[config.mk]
export PLATFORM = sky130hd
export DESIGN_NAME = fcc_point_scanner
export DESIGN_NICKNAME = d
export VERILOG_FILES = /design/src/rtl/fcc_point_scanner.sv
export SDC_FILE = /design/constraint.sdc
export NUM_CORES = 1
export LEC_CHECK = 0
export BUFFER_PORTS_ARGS = -buffer_cell sky130_fd_sc_hd__buf_2
export CAP_MARGIN = 20
export CORE_ASPECT_RATIO = 1.4
export CORE_UTILIZATION = 50
export DETAILED_ROUTE_END_ITERATION = 8
export PLACE_DENSITY = 0.69
export SETUP_SLACK_MARGIN = 0.2
export SLEW_MARGIN = 20
export SYNTH_ARGS = -nofsm -noshare
export SYNTH_HDL_FRONTEND = slang
export SYNTH_SLANG_ARGS = --single-unit
[constraint.sdc]
create_clock -name clk -period 4.6 [get_ports clk]
set_input_delay 0.23 -clock clk [delete_from_list [all_inputs] [get_ports clk]]
set_output_delay 0.23 -clock clk [all_outputs]
set_load 0.01 [all_outputs]
[src/rtl/fcc_point_scanner.sv]
// fcc_point_scanner: raster-scans fcc_point_memory and streams (row, col, label) entries.
// Latency: first out_valid 3 edges after the start sampling edge; 1 entry/cycle sustained.
// Backpressure: out_ready low fills a 2-entry buffer and then stalls address issue; nothing is lost or duplicated.
//
// Ports:
//   clk, rst                 clock, asynchronous active-high reset
//   start, skip_ground       scan request pulse; ground-drop mode sampled with start
//   busy, done, point_count  scan status, completion pulse, handshake count of the current/last scan
//   rd_row, rd_col           registered read address to the memory
//   rd_label, rd_is_ground   memory read data, valid one cycle after the address
//   out_valid/out_ready      output stream handshake
//   out_row/out_col/out_label  head entry of the output buffer

// Small first-word-fall-through FIFO; head_dat shows the oldest entry.
// Latency: an entry pushed at an edge is visible on head_dat right after that edge.
// Backpressure: the caller must not push when full unless it pops in the same cycle.
module fcc_fifo #(
    parameter int W     = 8,
    parameter int DEPTH = 2,
    localparam int AW   = (DEPTH > 1) ? $clog2(DEPTH) : 1,
    localparam int CW   = $clog2(DEPTH + 1)
) (
    input  logic          clk,
    input  logic          rst,
    input  logic          push_vld,
    input  logic [W-1:0]  push_dat,
    input  logic          pop_rdy,
    output logic [W-1:0]  head_dat,
    output logic [CW-1:0] count
);
    logic [W-1:0]  mem [DEPTH];
    logic [AW-1:0] wr_ptr;
    logic [AW-1:0] rd_ptr;
    logic          do_pop;

    function automatic logic [AW-1:0] ptr_inc(input logic [AW-1:0] p);
        return (p == AW'(DEPTH - 1)) ? '0 : p + AW'(1);
    endfunction

    assign do_pop   = pop_rdy && (count != '0);
    assign head_dat = mem[rd_ptr];

    always_ff @(posedge clk or posedge rst) begin
        if (rst) begin
            wr_ptr <= '0;
            rd_ptr <= '0;
            count  <= '0;
            for (int i = 0; i < DEPTH; i++) begin
                mem[i] <= '0;
            end
        end else begin
            if (push_vld) begin
                mem[wr_ptr] <= push_dat;
                wr_ptr      <= ptr_inc(wr_ptr);
            end
            if (do_pop) begin
                rd_ptr <= ptr_inc(rd_ptr);
            end
            case ({push_vld, do_pop})
                2'b10:   count <= count + CW'(1);
                2'b01:   count <= count - CW'(1);
                default: count <= count;
            endcase
        end
    end
endmodule

module fcc_point_scanner #(
    parameter int ROWS    = 30,
    parameter int COLS    = 30,
    parameter int ROW_W   = 8,
    parameter int COL_W   = 5,
    parameter int LABEL_W = 16,
    parameter int CNT_W   = 16
) (
    input  logic               clk,
    input  logic               rst,
    input  logic               start,
    input  logic               skip_ground,
    output logic               busy,
    output logic               done,
    output logic [CNT_W-1:0]   point_count,
    output logic [ROW_W-1:0]   rd_row,
    output logic [COL_W-1:0]   rd_col,
    input  logic [LABEL_W-1:0] rd_label,
    input  logic               rd_is_ground,
    output logic               out_valid,
    input  logic               out_ready,
    output logic [ROW_W-1:0]   out_row,
    output logic [COL_W-1:0]   out_col,
    output logic [LABEL_W-1:0] out_label
);
    typedef enum logic [1:0] {
        ST_IDLE  = 2'd0,
        ST_SCAN  = 2'd1,
        ST_DRAIN = 2'd2
    } state_t;

    typedef struct packed {
        logic [ROW_W-1:0]   row;
        logic [COL_W-1:0]   col;
        logic [LABEL_W-1:0] label;
    } ent_t;

    state_t             state_q;
    state_t             state_d;
    logic               done_q;
    logic               skip_q;
    logic [ROW_W-1:0]   nxt_row;
    logic [COL_W-1:0]   nxt_col;
    logic               addr_vld;   // rd_row/rd_col were issued at the last edge
    logic               inflight;   // rd_label currently holds data for tag_row/tag_col
    logic [ROW_W-1:0]   tag_row;
    logic [COL_W-1:0]   tag_col;
    logic [1:0]         buf_count;
    ent_t               head;
    ent_t               push_ent;
    logic               pop;
    logic               push;
    logic               discard;
    logic               consumed;
    logic [2:0]         occ;
    logic               issue_ok;
    logic               issue;
    logic               start_acc;
    logic               last_cell;
    logic               drain_empty;

    // ------------------------------------------------------------------
    // Flow control
    // ------------------------------------------------------------------
    assign pop       = out_valid && out_ready;
    assign out_valid = (buf_count != 2'd0);
    assign out_row   = head.row;
    assign out_col   = head.col;
    assign out_label = head.label;

    // Only the data-stage entry is charged against buffer space. An entry
    // that was just issued is safe because issue is refused whenever the
    // buffer could still be full when that entry reaches the data stage.
    assign occ      = 3'(buf_count) + 3'(inflight) - 3'(pop);
    assign issue_ok = (occ < 3'd2);

    assign discard  = skip_q && rd_is_ground;
    assign push     = inflight && !discard && ((buf_count != 2'd2) || pop);
    assign consumed = inflight && (discard || push);

    assign push_ent.row   = tag_row;
    assign push_ent.col   = tag_col;
    assign push_ent.label = rd_label;

    assign last_cell   = (nxt_row == ROW_W'(ROWS - 1)) && (nxt_col == COL_W'(COLS - 1));
    assign drain_empty = !addr_vld && !inflight && (buf_count == 2'd0);
    assign done        = done_q;

    // ------------------------------------------------------------------
    // FSM: state register
    // ------------------------------------------------------------------
    always_ff @(posedge clk or posedge rst) begin
        if (rst) begin
            state_q <= ST_IDLE;
        end else begin
            state_q <= state_d;
        end
    end

    // ------------------------------------------------------------------
    // FSM: next state
    // ------------------------------------------------------------------
    always_comb begin
        state_d = state_q;
        unique case (state_q)
            ST_IDLE: begin
                // A start coinciding with the done pulse is dropped.
                if (start && !done_q) begin
                    state_d = ST_SCAN;
                end
            end
            ST_SCAN: begin
                if (issue && last_cell) begin
                    state_d = ST_DRAIN;
                end
            end
            ST_DRAIN: begin
                if (drain_empty) begin
                    state_d = ST_IDLE;
                end
            end
            default: state_d = ST_IDLE;
        endcase
    end

    // ------------------------------------------------------------------
    // FSM: outputs
    // ------------------------------------------------------------------
    always_comb begin
        busy      = 1'b0;
        issue     = 1'b0;
        start_acc = 1'b0;
        unique case (state_q)
            ST_IDLE: begin
                start_acc = start && !done_q;
            end
            ST_SCAN: begin
                busy  = 1'b1;
                issue = issue_ok;
            end
            ST_DRAIN: begin
                busy = 1'b1;
            end
            default: begin
                busy = 1'b0;
            end
        endcase
    end

    // ------------------------------------------------------------------
    // Address generation, read pipeline and counters
    // ------------------------------------------------------------------
    always_ff @(posedge clk or posedge rst) begin
        if (rst) begin
            done_q      <= 1'b0;
            skip_q      <= 1'b0;
            nxt_row     <= '0;
            nxt_col     <= '0;
            rd_row      <= '0;
            rd_col      <= '0;
            addr_vld    <= 1'b0;
            inflight    <= 1'b0;
            tag_row     <= '0;
            tag_col     <= '0;
            point_count <= '0;
        end else begin
            done_q <= (state_q == ST_DRAIN) && drain_empty;

            if (start_acc) begin
                skip_q      <= skip_ground;
                nxt_row     <= '0;
                nxt_col     <= '0;
                point_count <= '0;
            end else if (pop && (point_count != {CNT_W{1'b1}})) begin
                point_count <= point_count + CNT_W'(1);
            end

            if (issue) begin
                rd_row <= nxt_row;
                rd_col <= nxt_col;
                if (nxt_col == COL_W'(COLS - 1)) begin
                    nxt_col <= '0;
                    nxt_row <= nxt_row + ROW_W'(1);
                end else begin
                    nxt_col <= nxt_col + COL_W'(1);
                end
            end

            addr_vld <= issue;

            if (addr_vld) begin
                tag_row <= rd_row;
                tag_col <= rd_col;
            end

            // A data-stage entry that cannot be captured simply stays put:
            // no newer address was issued behind it, so rd_row/rd_col still
            // point at it and the memory re-presents the same data.
            inflight <= addr_vld || (inflight && !consumed);
        end
    end

    fcc_fifo #(
        .W     ($bits(ent_t)),
        .DEPTH (2)
    ) u_buf (
        .clk      (clk),
        .rst      (rst),
        .push_vld (push),
        .push_dat (push_ent),
        .pop_rdy  (pop),
        .head_dat (head),
        .count    (buf_count)
    );
endmodule

==> run summary, run 1 <==
Via count: 3739
Worst-case clock buffer depth: 2
Met1 Use GR: 25.2%
Hold WC Path Type: input pin to async pin
CTS root buf: clkbuf_16
Hold_buf cts: 0
Initial Util: 52.0%
Worst path arrival time: 3740 ps
Largest cells by area after synthesis: dfrtp_1 (54%), mux2_2 (23%), ha_1 (2.4%)
CTS sink cnt: 123
Count of state elements after synthesis: 123
Post-DR wirelength/cell: 16.7 microns
Critical Path End Type: register
Antenna Nets Post-Route: 0
Die Y: 128 microns
Worst slew pin tran: 928 ps
R2R Path Start: u_buf.count[1]
Area share of xor/xnor cells in the synthesized design: 1.70%
Count leader, synth: dfrtp_1
Layout cells sized above 1: 44.4%
Comb pwr share: 27.8%
Global-route wire length before repair: 19.1 mm
Design area: 6760 sq um
CP cell instances: or2_1 > nand2_1 > inv_2 > ha_1 > nand2b_1 > fa_1 > xor2_1 > nor3_2 > o211ai_1 > mux2_2
Crit path max fanout: 13
Register area share after synthesis: 54.2%
Yosys warnings: 0
Area leader, netlist: dfrtp_1
Post-Syn Instances: 438
Failing checks: hold timing
PD cells: 559 nW/um^2
Final setup violation count: 0
Worst-skew pair later-pin latency: 400 ps
Max Fclk: 289 MHz
RSZ-0062 raised after global routing: no
CP max stage cell: nor3_2
Post-Route Utilization: 61.9%
Fin nets: 558
Post-CTS Setup Bufs: 0
CTS tree: done
Count of input and output buffers: 82
Pre-antenna DRT Iters: 4
Syn Area/Cell: 13.0 sq um
Standard-cell rows: 45
Via/cell ratio: 5.56
Worst Skew: 8.54 ps
Library cells used by synthesis: 49
Pre-CTS WS: 1140 ps
Slew Limit Fails: 0
Vias in the first global route: 3834
Synthesized area: 5680 sq um
Detail Placement HPWL: 7.34 mm
Die area: 11800 sq um
Clock Power Share: 32.9%
Post-CTS Resized: 0
EDFF count, synth: 0
First-iteration detailed-routing DRC count: 171
Async SR Flop Fraction: 100%
Placer Congestion: 0.831
Min Tclk post-route: 3460 ps
Internal Power: 2.68 mW
Total congestion overflow: 0
Final Hold Fails: 48
Relative slew margins: 37.8%
Placed cell area: 6210 sq um
Slowest stage delay, CP: 760 ps
Compound-Gate Fraction of Synth Area: 4.74%
Most Crowded Layer GR: met2
Sw power: 1.10 mW
DRC: 0
Io pins: 83
Largest net degree at the start of global routing: 83
Grt met2 use: 36.1%
Critical path data required time: 4890 ps
VDD IR-drop max: 0.304 mV
Maxcap violations: 0
Die W: 92.1 microns
R2R depth: 10
Period utilisation layout: 75.1%
Outcome: finished with violations
H-tree Lvls: 4
Worst Slack Setup Final: 1140 ps
Total power: 3.78 mW
R2R Setup Slk: 1140 ps
Adder-Cell Fraction of Synth Area: 2.78%
Hold slack: -36.1 ps
Net Sw Frac: 29.0%
Worst setup SP type: register
CTS buffer count: 17
Initial antenna violation count: 0
WL final: 11.3 mm
Worst setup path start: u_buf.count[1]
Fin Setup TNS: 0 ps
Top FF cell, synth: dfrtp_1
LEAKAGE: 3.32 nW
Worst setup path endpoint: state_q[1]
Reg clk slew, reported paths: 50 ps
Reg power frac: 39.3%
Multiplexer share of the synthesized area: 25.0%
Synth Net Count: 472
FILL cells: 888
Core Area: 10900 sq um
GR Util met3: 5.16%
Worst flop-to-flop path endpoint: state_q[1]
Layout area overhead: 19.0%
Antenna Cells: 0
Critical path class: register to register
Main combinational cell family by area after synthesis: multiplexers
Synth Area in Simple Gates: 9.19%
Total track usage: 21.0%
Commonest cells post-synth: dfrtp_1 (123), mux2_2 (118), nand2_1 (26)
Yosys top cell area share: 54.2%
-- worst min path at each step --
| stage | startpoint | end |
|---|---|---|
| 2_1_floorplan | skip_ground | skip_q |
| 3_3_place_gp | skip_ground | skip_q |
| 3_5_place_dp | skip_ground | skip_q |
| 4_1_cts | skip_ground | skip_q |
| 5_1_grt | rst | u_buf.mem[52] |
| 6_report | rst | u_buf.mem[52] |
-- power groups by stage --
stage | Combinational (mW) | Clock, mW | Sequential [mW]
4_1_cts | 1.07 | 1.27 | 1.49
2_1_floorplan | 0.822 | 0 | 1.43
5_1_grt | 1.16 | 1.32 | 1.52
6_report | 1.05 | 1.24 | 1.48
3_5_place_dp | 1.06 | 0 | 1.50
3_3_place_gp | 1.03 | 0 | 1.48
-- routing by layer --
| layer | vias up | share of wire, % |
|---|---|---|
| li1 | 1750 | - |
| met1 | 1894 | 43 |
| met2 | 84 | 52 |
| met3 | 11 | 3.6 |
| met4 | 0 | 1.6 |
| met5 | - | 0 |
-- logic make-up (layout without fill, tap and decap cells) --
kind of cell / after synthesis / in the layout
AO/OA/AOI/OAI: 42 / 42
AND/OR/NAND/NOR: 93 / 93
multiplexers: 127 / 127
XOR/XNOR: 11 / 11
flip-flops: 123 / 123
buffers and inverters: 30 / 124
adder cells (fa/ha/maj): 12 / 12
-- worst max-delay path, delay by kind of cell (launching register included) --
kind,cells,cell delay (ps)
AND/OR/NAND/NOR,4,1340
flip-flops,1,490
buffers and inverters,1,90
AO/OA/AOI/OAI,1,220
adder cells (fa/ha/maj),2,690
multiplexers,1,320
XOR/XNOR,1,180
-- cell type report --
cell class | count | area (sq um) | share of cell area, %
tap | 141 | 176 | 2.61
sequential | 123 | 3080 | 45.5
clock buffer | 24 | 482 | 7.13
inverter | 10 | 42.5 | 0.630
clock inverter | 3 | 65.1 | 0.963
timing repair buffer | 87 | 448 | 6.63
multi-input combinational | 285 | 2470 | 36.5
-- placed cells by master (no fill, tap or decap), types with 2 or more instances in the layout --
master,instances
clkbuf_1,4
or2_1,2
o31ai_1,5
clkbuf_16,17
clkbuf_8,3
nand3b_1,2
a22o_1,2
nand4_1,5
buf_4,5
and2_1,2
nand3_1,13
o211ai_1,2
nand2b_1,5
buf_2,82
nand2_1,26
xor2_1,5
or4_1,5
nor4_1,4
bufinv_16,2
o21ai_0,9
xnor2_1,6
mux2i_1,9
ha_1,11
inv_1,8
nor3_1,3
dfrtp_1,123
and3_1,2
nor2_1,9
a21oi_1,13
or3_1,5
mux2_2,118
a21o_1,3
-- sequential cells by signal, indices dropped and copies added (netlist names), 2 cells and up --
| name | cells |
|---|---|
| tag_col | 5 |
| nxt_col | 5 |
| u_buf.count | 2 |
| rd_row | 8 |
| point_count | 16 |
| u_buf.mem | 58 |
| state_q | 2 |
| rd_col | 5 |
| nxt_row | 8 |
| tag_row | 8 |
-- stage by stage --
step	hold slack, ps	cells
global placement	421	646
CTS	5.18	673
detailed placement	427	646
floorplan	335	438
finish	-36.1	673
global route	19.3	673
(Power assumes the default switching activity.)
==> inputs of run 2 (changes only) <==
- PLACE_DENSITY: 0.69 -> 0.72
- clock period: 4.6 -> 3.1 ns (I/O delays scaled with it)
==> run summary, run 2 (same netlist as run 1, synthesis figures left out) <==
Min Tclk post-route: 2710 ps (was 3460 ps)
Largest register FFs: 58 (unchanged)
Vias in the first global route: 4064 (was 3834)
Via/cell ratio: 5.51 (was 5.56)
Maxcap violations: 0 (unchanged)
FILL cells: 817 (was 888)
Worst path arrival time: 3000 ps (was 3740 ps)
Worst slew pin tran: 843 ps (was 928 ps)
Post-DR wirelength/cell: 16.5 microns (was 16.7 microns)
Global-route wire length before repair: 19.3 mm (was 19.1 mm)
Reg power frac: 36.4% (was 39.3%)
Largest net degree at the start of global routing: 60 (was 83)
Fin nets: 587 (was 558)
Critical path class: register to register (unchanged)
First-iteration detailed-routing DRC count: 171 (unchanged)
Max Fclk: 369 MHz (was 289 MHz)
Hold WC Path Type: input pin to register (was input pin to async pin)
Post-Route Utilization: 65.5% (was 61.9%)
Total track usage: 21.1% (was 21.0%)
LEAKAGE: 3.50 nW (was 3.32 nW)
CTS root buf: clkbuf_16 (unchanged)
Total power: 6.00 mW (was 3.78 mW)
Via count: 3898 (was 3739)
Final Hold Fails: 0 (was 48)
Worst setup SP type: register (unchanged)
Initial antenna violation count: 0 (unchanged)
Fin Setup TNS: 0 ps (unchanged)
Worst Skew: 12.6 ps (was 8.54 ps)
H-tree Lvls: 4 (unchanged)
Worst-skew pair later-pin latency: 400 ps (about the same)
PD cells: 838 nW/um^2 (was 559 nW/um^2)
Design area: 7160 sq um (was 6760 sq um)
Die W: 92.1 microns (unchanged)
Total congestion overflow: 0 (unchanged)
Worst-case clock buffer depth: 2 (unchanged)
Critical Path End Type: register (unchanged)
CTS tree: done (unchanged)
Internal Power: 4.29 mW (was 2.68 mW)
Net Sw Frac: 28.5% (was 29.0%)
Hold slack: 128 ps (was -36.1 ps)
Relative slew margins: 43.8% (was 37.8%)
VDD IR-drop max: 0.555 mV (was 0.304 mV)
Layout area overhead: 26.1% (was 19.0%)
Antenna Cells: 0 (unchanged)
Count of input and output buffers: 82 (unchanged)
Reg with most FFs: u_buf.mem (unchanged)
Critical path data required time: 3390 ps (was 4890 ps)
Layout cells sized above 1: 45.4% (was 44.4%)
WL final: 11.6 mm (was 11.3 mm)
Period utilisation layout: 87.5% (was 75.1%)
Reg clk slew, reported paths: 60 ps (was 50 ps)
Top Registers: u_buf.mem: 58 flops, point_count: 16 flops (unchanged)
RSZ-0062 raised after global routing: no (unchanged)
Antenna Nets Post-Route: 0 (unchanged)
Comb pwr share: 28.9% (was 27.8%)
Pre-antenna DRT Iters: 4 (unchanged)
Final setup violation count: 0 (unchanged)
Detail Placement HPWL: 7.57 mm (was 7.34 mm)
Io pins: 83 (unchanged)
Placer Congestion: 0.785 (was 0.831)
Crit path max fanout: 6 (was 13)
CTS buffer count: 17 (unchanged)
Most frequent cells in the layout: dfrtp_1 (123), mux2_2 (117), buf_2 (83) (was dfrtp_1 (123), mux2_2 (118), buf_2 (82))
Core Area: 10900 sq um (unchanged)
Standard-cell rows: 45 (unchanged)
Placed cell area: 6260 sq um (was 6210 sq um)
Die area: 11800 sq um (unchanged)
Die Y: 128 microns (unchanged)
Initial Util: 52.0% (unchanged)
Outcome: completed (was finished with violations)
Most common cell after layout, fill and taps aside: dfrtp_1 (unchanged)
Clock Power Share: 34.7% (was 32.9%)
DRC: 0 (unchanged)
CTS sink cnt: 123 (unchanged)
Slew Limit Fails: 0 (unchanged)
Sw power: 1.71 mW (was 1.10 mW)
## run 2: cell types whose count changed in the layout (fill, tap and decap cells not counted), sizes merged
cell | before | now
dlygate4sd3 | 0 | 18
bufinv | 2 | 4
clkbuf | 24 | 26
clkinvlp | 0 | 2
buf | 87 | 98
inv | 10 | 9
## run 2: layout make-up
type | instances | area, sq um | area share [%]
flip-flops and latches | 123 | 3080 | 43.0
multi-input cells | 285 | 2500 | 35.0
repair buffers | 116 | 724 | 10.1
clock buffers | 26 | 499 | 6.97
well taps | 141 | 176 | 2.46
clock inverters | 6 | 133 | 1.85
inverters | 10 | 43.8 | 0.612
## run 2: metrics by stage
step,setup WS (ps),cells
6_report,389,707
5_1_grt,283,707
4_1_cts,227,699
3_5_place_dp,190,650
3_3_place_gp,309,650
2_1_floorplan,214,438
## run 2: repair_timing
item                                    4_1_cts  5_1_grt
endpoints found under the hold margin        64        2
buffers inserted                              0        7
pin swaps                                     0        6
hold buffers                                 17        1
endpoints found under the setup margin        2        6
resized for setup                             1        6
## run 2: path summary, 6_finish.rpt
check / startpoint / end / slack, ps / cells past startpoint
max in group asynchronous: rst / rd_row[6] / 1800 / 4
setup / recovery: u_buf.count[0] / state_q[1] / 390 / 11
min in group asynchronous: rst / nxt_row[4] / 440 / 3
hold reg to reg: skip_q / skip_q / 480 / 2
setup reg to reg: u_buf.count[0] / state_q[1] / 390 / 11
hold / removal: out_ready / inflight / 130 / 3
## run 2: power by group through the flow
stage | Clock [mW] | Combinational [mW] | Sequential, mW
2_1_floorplan | 0 | 1.23 | 2.12
3_3_place_gp | 0 | 1.59 | 2.17
3_5_place_dp | 0 | 1.64 | 2.20
4_1_cts | 2.12 | 1.68 | 2.18
5_1_grt | 2.18 | 1.91 | 2.23
6_report | 2.08 | 1.74 | 2.18
## run 2: metal layers
metal	GRT usage [%]	routed length (microns)
met4	7.54	119
met2	36.8	6220
met5	0	0
met1	24.5	4810
met3	6.23	481
## run 2: critical path: stages (launching register included)
cell	delay, ps
dfrtp_1	370
or2_1	250
nand2_2	110
inv_4	50
ha_4	210
nand2b_4	140
fa_2	390
xor2_2	210
nor3_2	70
buf_6	130
o211ai_1	270
mux2_2	380
==> inputs of run 3 (changes only) <==
- PLACE_DENSITY: 0.72 -> 0.69
- clock period: 3.1 -> 3.2 ns (I/O delays scaled with it)
==> run summary, run 3 (same netlist as run 1, synthesis figures left out) <==
Outcome: completed (unchanged)
Total power: 5.69 mW (was 6.00 mW)
Final Hold Fails: 0 (unchanged)
Total congestion overflow: 0 (unchanged)
Met1 Use GR: 23.2% (was 24.5%)
Inst Count DP: 649 (was 650)
PD cells: 806 nW/um^2 (was 838 nW/um^2)
Layout Cells excl Fill: 699 (was 707)
Final setup violation count: 0 (unchanged)
Worst-case clock buffer depth: 2 (unchanged)
LEAKAGE: 3.44 nW (was 3.50 nW)
Worst setup SP type: register (unchanged)
Min Tclk post-route: 2890 ps (was 2710 ps)
Post-DR wirelength/cell: 16.2 microns (was 16.5 microns)
Slowest stage delay, CP: 530 ps (was 390 ps)
Layout area overhead: 24.3% (was 26.1%)
Clock Power Share: 34.4% (was 34.7%)
CP max stage cell: fa_2 (unchanged)
CTS tree: done (unchanged)
Placer Congestion: 0.814 (was 0.785)
Reg power frac: 37.1% (was 36.4%)
Critical Path End Type: register (unchanged)
Comb pwr share: 28.5% (was 28.9%)
WL final: 11.3 mm (was 11.6 mm)
Worst Skew: 7.23 ps (was 12.6 ps)
Total track usage: 20.6% (was 21.1%)
Max Fclk: 347 MHz (was 369 MHz)
Antenna Nets Post-Route: 0 (unchanged)
Most frequent cells in the layout: dfrtp_1 (123), mux2_2 (118), buf_2 (82) (was dfrtp_1 (123), mux2_2 (117), buf_2 (83))
Via/cell ratio: 5.57 (was 5.51)
Hold WC Path Type: input pin to register (unchanged)
Worst path arrival time: 3170 ps (was 3000 ps)
Largest register FFs: 58 (unchanged)
Io pins: 83 (unchanged)
Antenna Cells: 0 (unchanged)
RSZ-0062 raised after global routing: no (unchanged)
Critical path class: register to register (unchanged)
Count of input and output buffers: 82 (unchanged)
Relative slew margins: 46.9% (was 43.8%)
Critical path data required time: 3480 ps (was 3390 ps)
Detail Placement HPWL: 7.42 mm (was 7.57 mm)
Slew Limit Fails: 0 (unchanged)
Core Area: 10900 sq um (unchanged)
Largest net degree at the start of global routing: 91 (was 60)
FILL cells: 870 (was 817)
Vias in the first global route: 4090 (was 4064)
Die Y: 128 microns (unchanged)
CTS buffer count: 17 (unchanged)
Top cell by count, worst path: nand2_1
Top Registers: u_buf.mem: 58 flops, point_count: 16 flops (unchanged)
Grt met2 use: 37.1% (was 36.8%)
Period utilisation layout: 90.2% (was 87.5%)
Hold slack: 19.5 ps (was 128 ps)
Fin Setup TNS: 0 ps (unchanged)
Via count: 3893 (was 3898)
DRC: 0 (unchanged)
Net Sw Frac: 29.1% (was 28.5%)
Worst-skew pair later-pin latency: 400 ps (about the same)
Internal Power: 4.04 mW (was 4.29 mW)
Sw power: 1.65 mW (was 1.71 mW)
Global-route wire length before repair: 18.9 mm (was 19.3 mm)
Reg clk slew, reported paths: 50 ps (was 60 ps)
Reg with most FFs: u_buf.mem (unchanged)
CTS root buf: clkbuf_16 (unchanged)
First-iteration detailed-routing DRC count: 117 (was 171)
VDD IR-drop max: 0.396 mV (was 0.555 mV)
H-tree Lvls: 4 (unchanged)
Maxcap violations: 0 (unchanged)
Layout cells sized above 1: 45.0% (was 45.4%)
Initial Util: 52.0% (unchanged)
Die W: 92.1 microns (unchanged)
CP cell instances: or2_1 > nand2_1 > inv_2 > ha_1 > nand2b_1 > fa_2 > nand2_1 > nor3_2 > buf_4 > o211ai_1 > mux2_2 (was or2_1 > nand2_2 > inv_4 > ha_4 > nand2b_4 > fa_2 > xor2_2 > nor3_2 > buf_6 > o211ai_1 > mux2_2)
Initial antenna violation count: 0 (unchanged)
Most Crowded Layer GR: met2 (unchanged)
Crit path max fanout: 13 (was 6)
GR Util met3: 5.46% (was 6.23%)
Worst slew pin tran: 797 ps (was 843 ps)
Standard-cell rows: 45 (unchanged)
Fin nets: 579 (was 587)
Die area: 11800 sq um (unchanged)
Most common cell after layout, fill and taps aside: dfrtp_1 (unchanged)
CTS sink cnt: 123 (unchanged)
Pre-antenna DRT Iters: 4 (unchanged)
run 3: changes by cell type in the layout (fill, tap and decap cells not counted), sizes merged:
cell         previous run  this run
clkinvlp                2         5
clkbuf                 26        22
buf                    98        91
bufinv                  4         3
dlygate4sd3            18        17
clkinv                  1         3
run 3: power by group through the flow:
stage               combinational, mW  sequential (mW)  clock, mW
finish                           1.62             2.11       1.96
global route                     1.78             2.16       2.07
CTS                              1.60             2.11       2.00
detailed placement               1.58             2.13          0
global placement                 1.53             2.10          0
floorplan                        1.19             2.05          0
run 3: metrics by stage:
stage / setup slack, ps / cell area (sq um) / util (%)
2_1_floorplan: 245 / 5680 / -
3_3_place_gp: 364 / 6250 / 57.2
3_5_place_dp: 237 / 6250 / 57.2
4_1_cts: 233 / 7040 / 64.5
5_1_grt: 205 / 7060 / 64.6
6_report: 315 / 7060 / 64.6
run 3: what timing repair did:
item	4_1_cts	5_1_grt
endpoints found under the hold margin	57	0
resized for setup	0	2
endpoints found under the setup margin	0	2
hold buffers	17	0
buffers inserted	0	1
run 3: worst max-delay path: cells and delay by family, from the launching register on:
| family | cells | cell delay, ps |
|---|---|---|
| simple gates | 5 | 810 |
| fa+ha+maj | 2 | 800 |
| flops | 1 | 370 |
| buf+inv | 2 | 330 |
| mux | 1 | 290 |
| compound gates | 1 | 160 |
run 3: worst paths after layout:
kind / startpoint / end / slack, ps / cells past startpoint
worst max-delay path: u_buf.count[1] / state_q[0] / 310 / 11
worst min-delay path: rd_label[9] / u_buf.mem[9] / 20 / 2
worst max register to register: u_buf.count[1] / state_q[0] / 310 / 11
worst min register to register: skip_q / skip_q / 470 / 2
max in group asynchronous: rst / u_buf.mem[47] / 1860 / 4
min in group asynchronous: rst / done / 450 / 3
run 3: area by class of cell:
type | instances | area (sq um) | share of cell area (%)
Clock inverter | 10 | 139 | 1.97
Clock buffer | 22 | 484 | 6.86
Multi-Input combinational cell | 285 | 2480 | 35.1
Tap cell | 141 | 176 | 2.50
Sequential cell | 123 | 3080 | 43.6
Inverter | 10 | 41.3 | 0.585
Timing Repair Buffer | 108 | 661 | 9.36
run 3: routing by layer:
| layer | routed length [microns] | vias to the layer above |
|---|---|---|
| li1 | - | 1793 |
| met1 | 4580 | 1974 |
| met2 | 6080 | 112 |
| met3 | 475 | 14 |
| met4 | 165 | 0 |
| met5 | 0 | - |
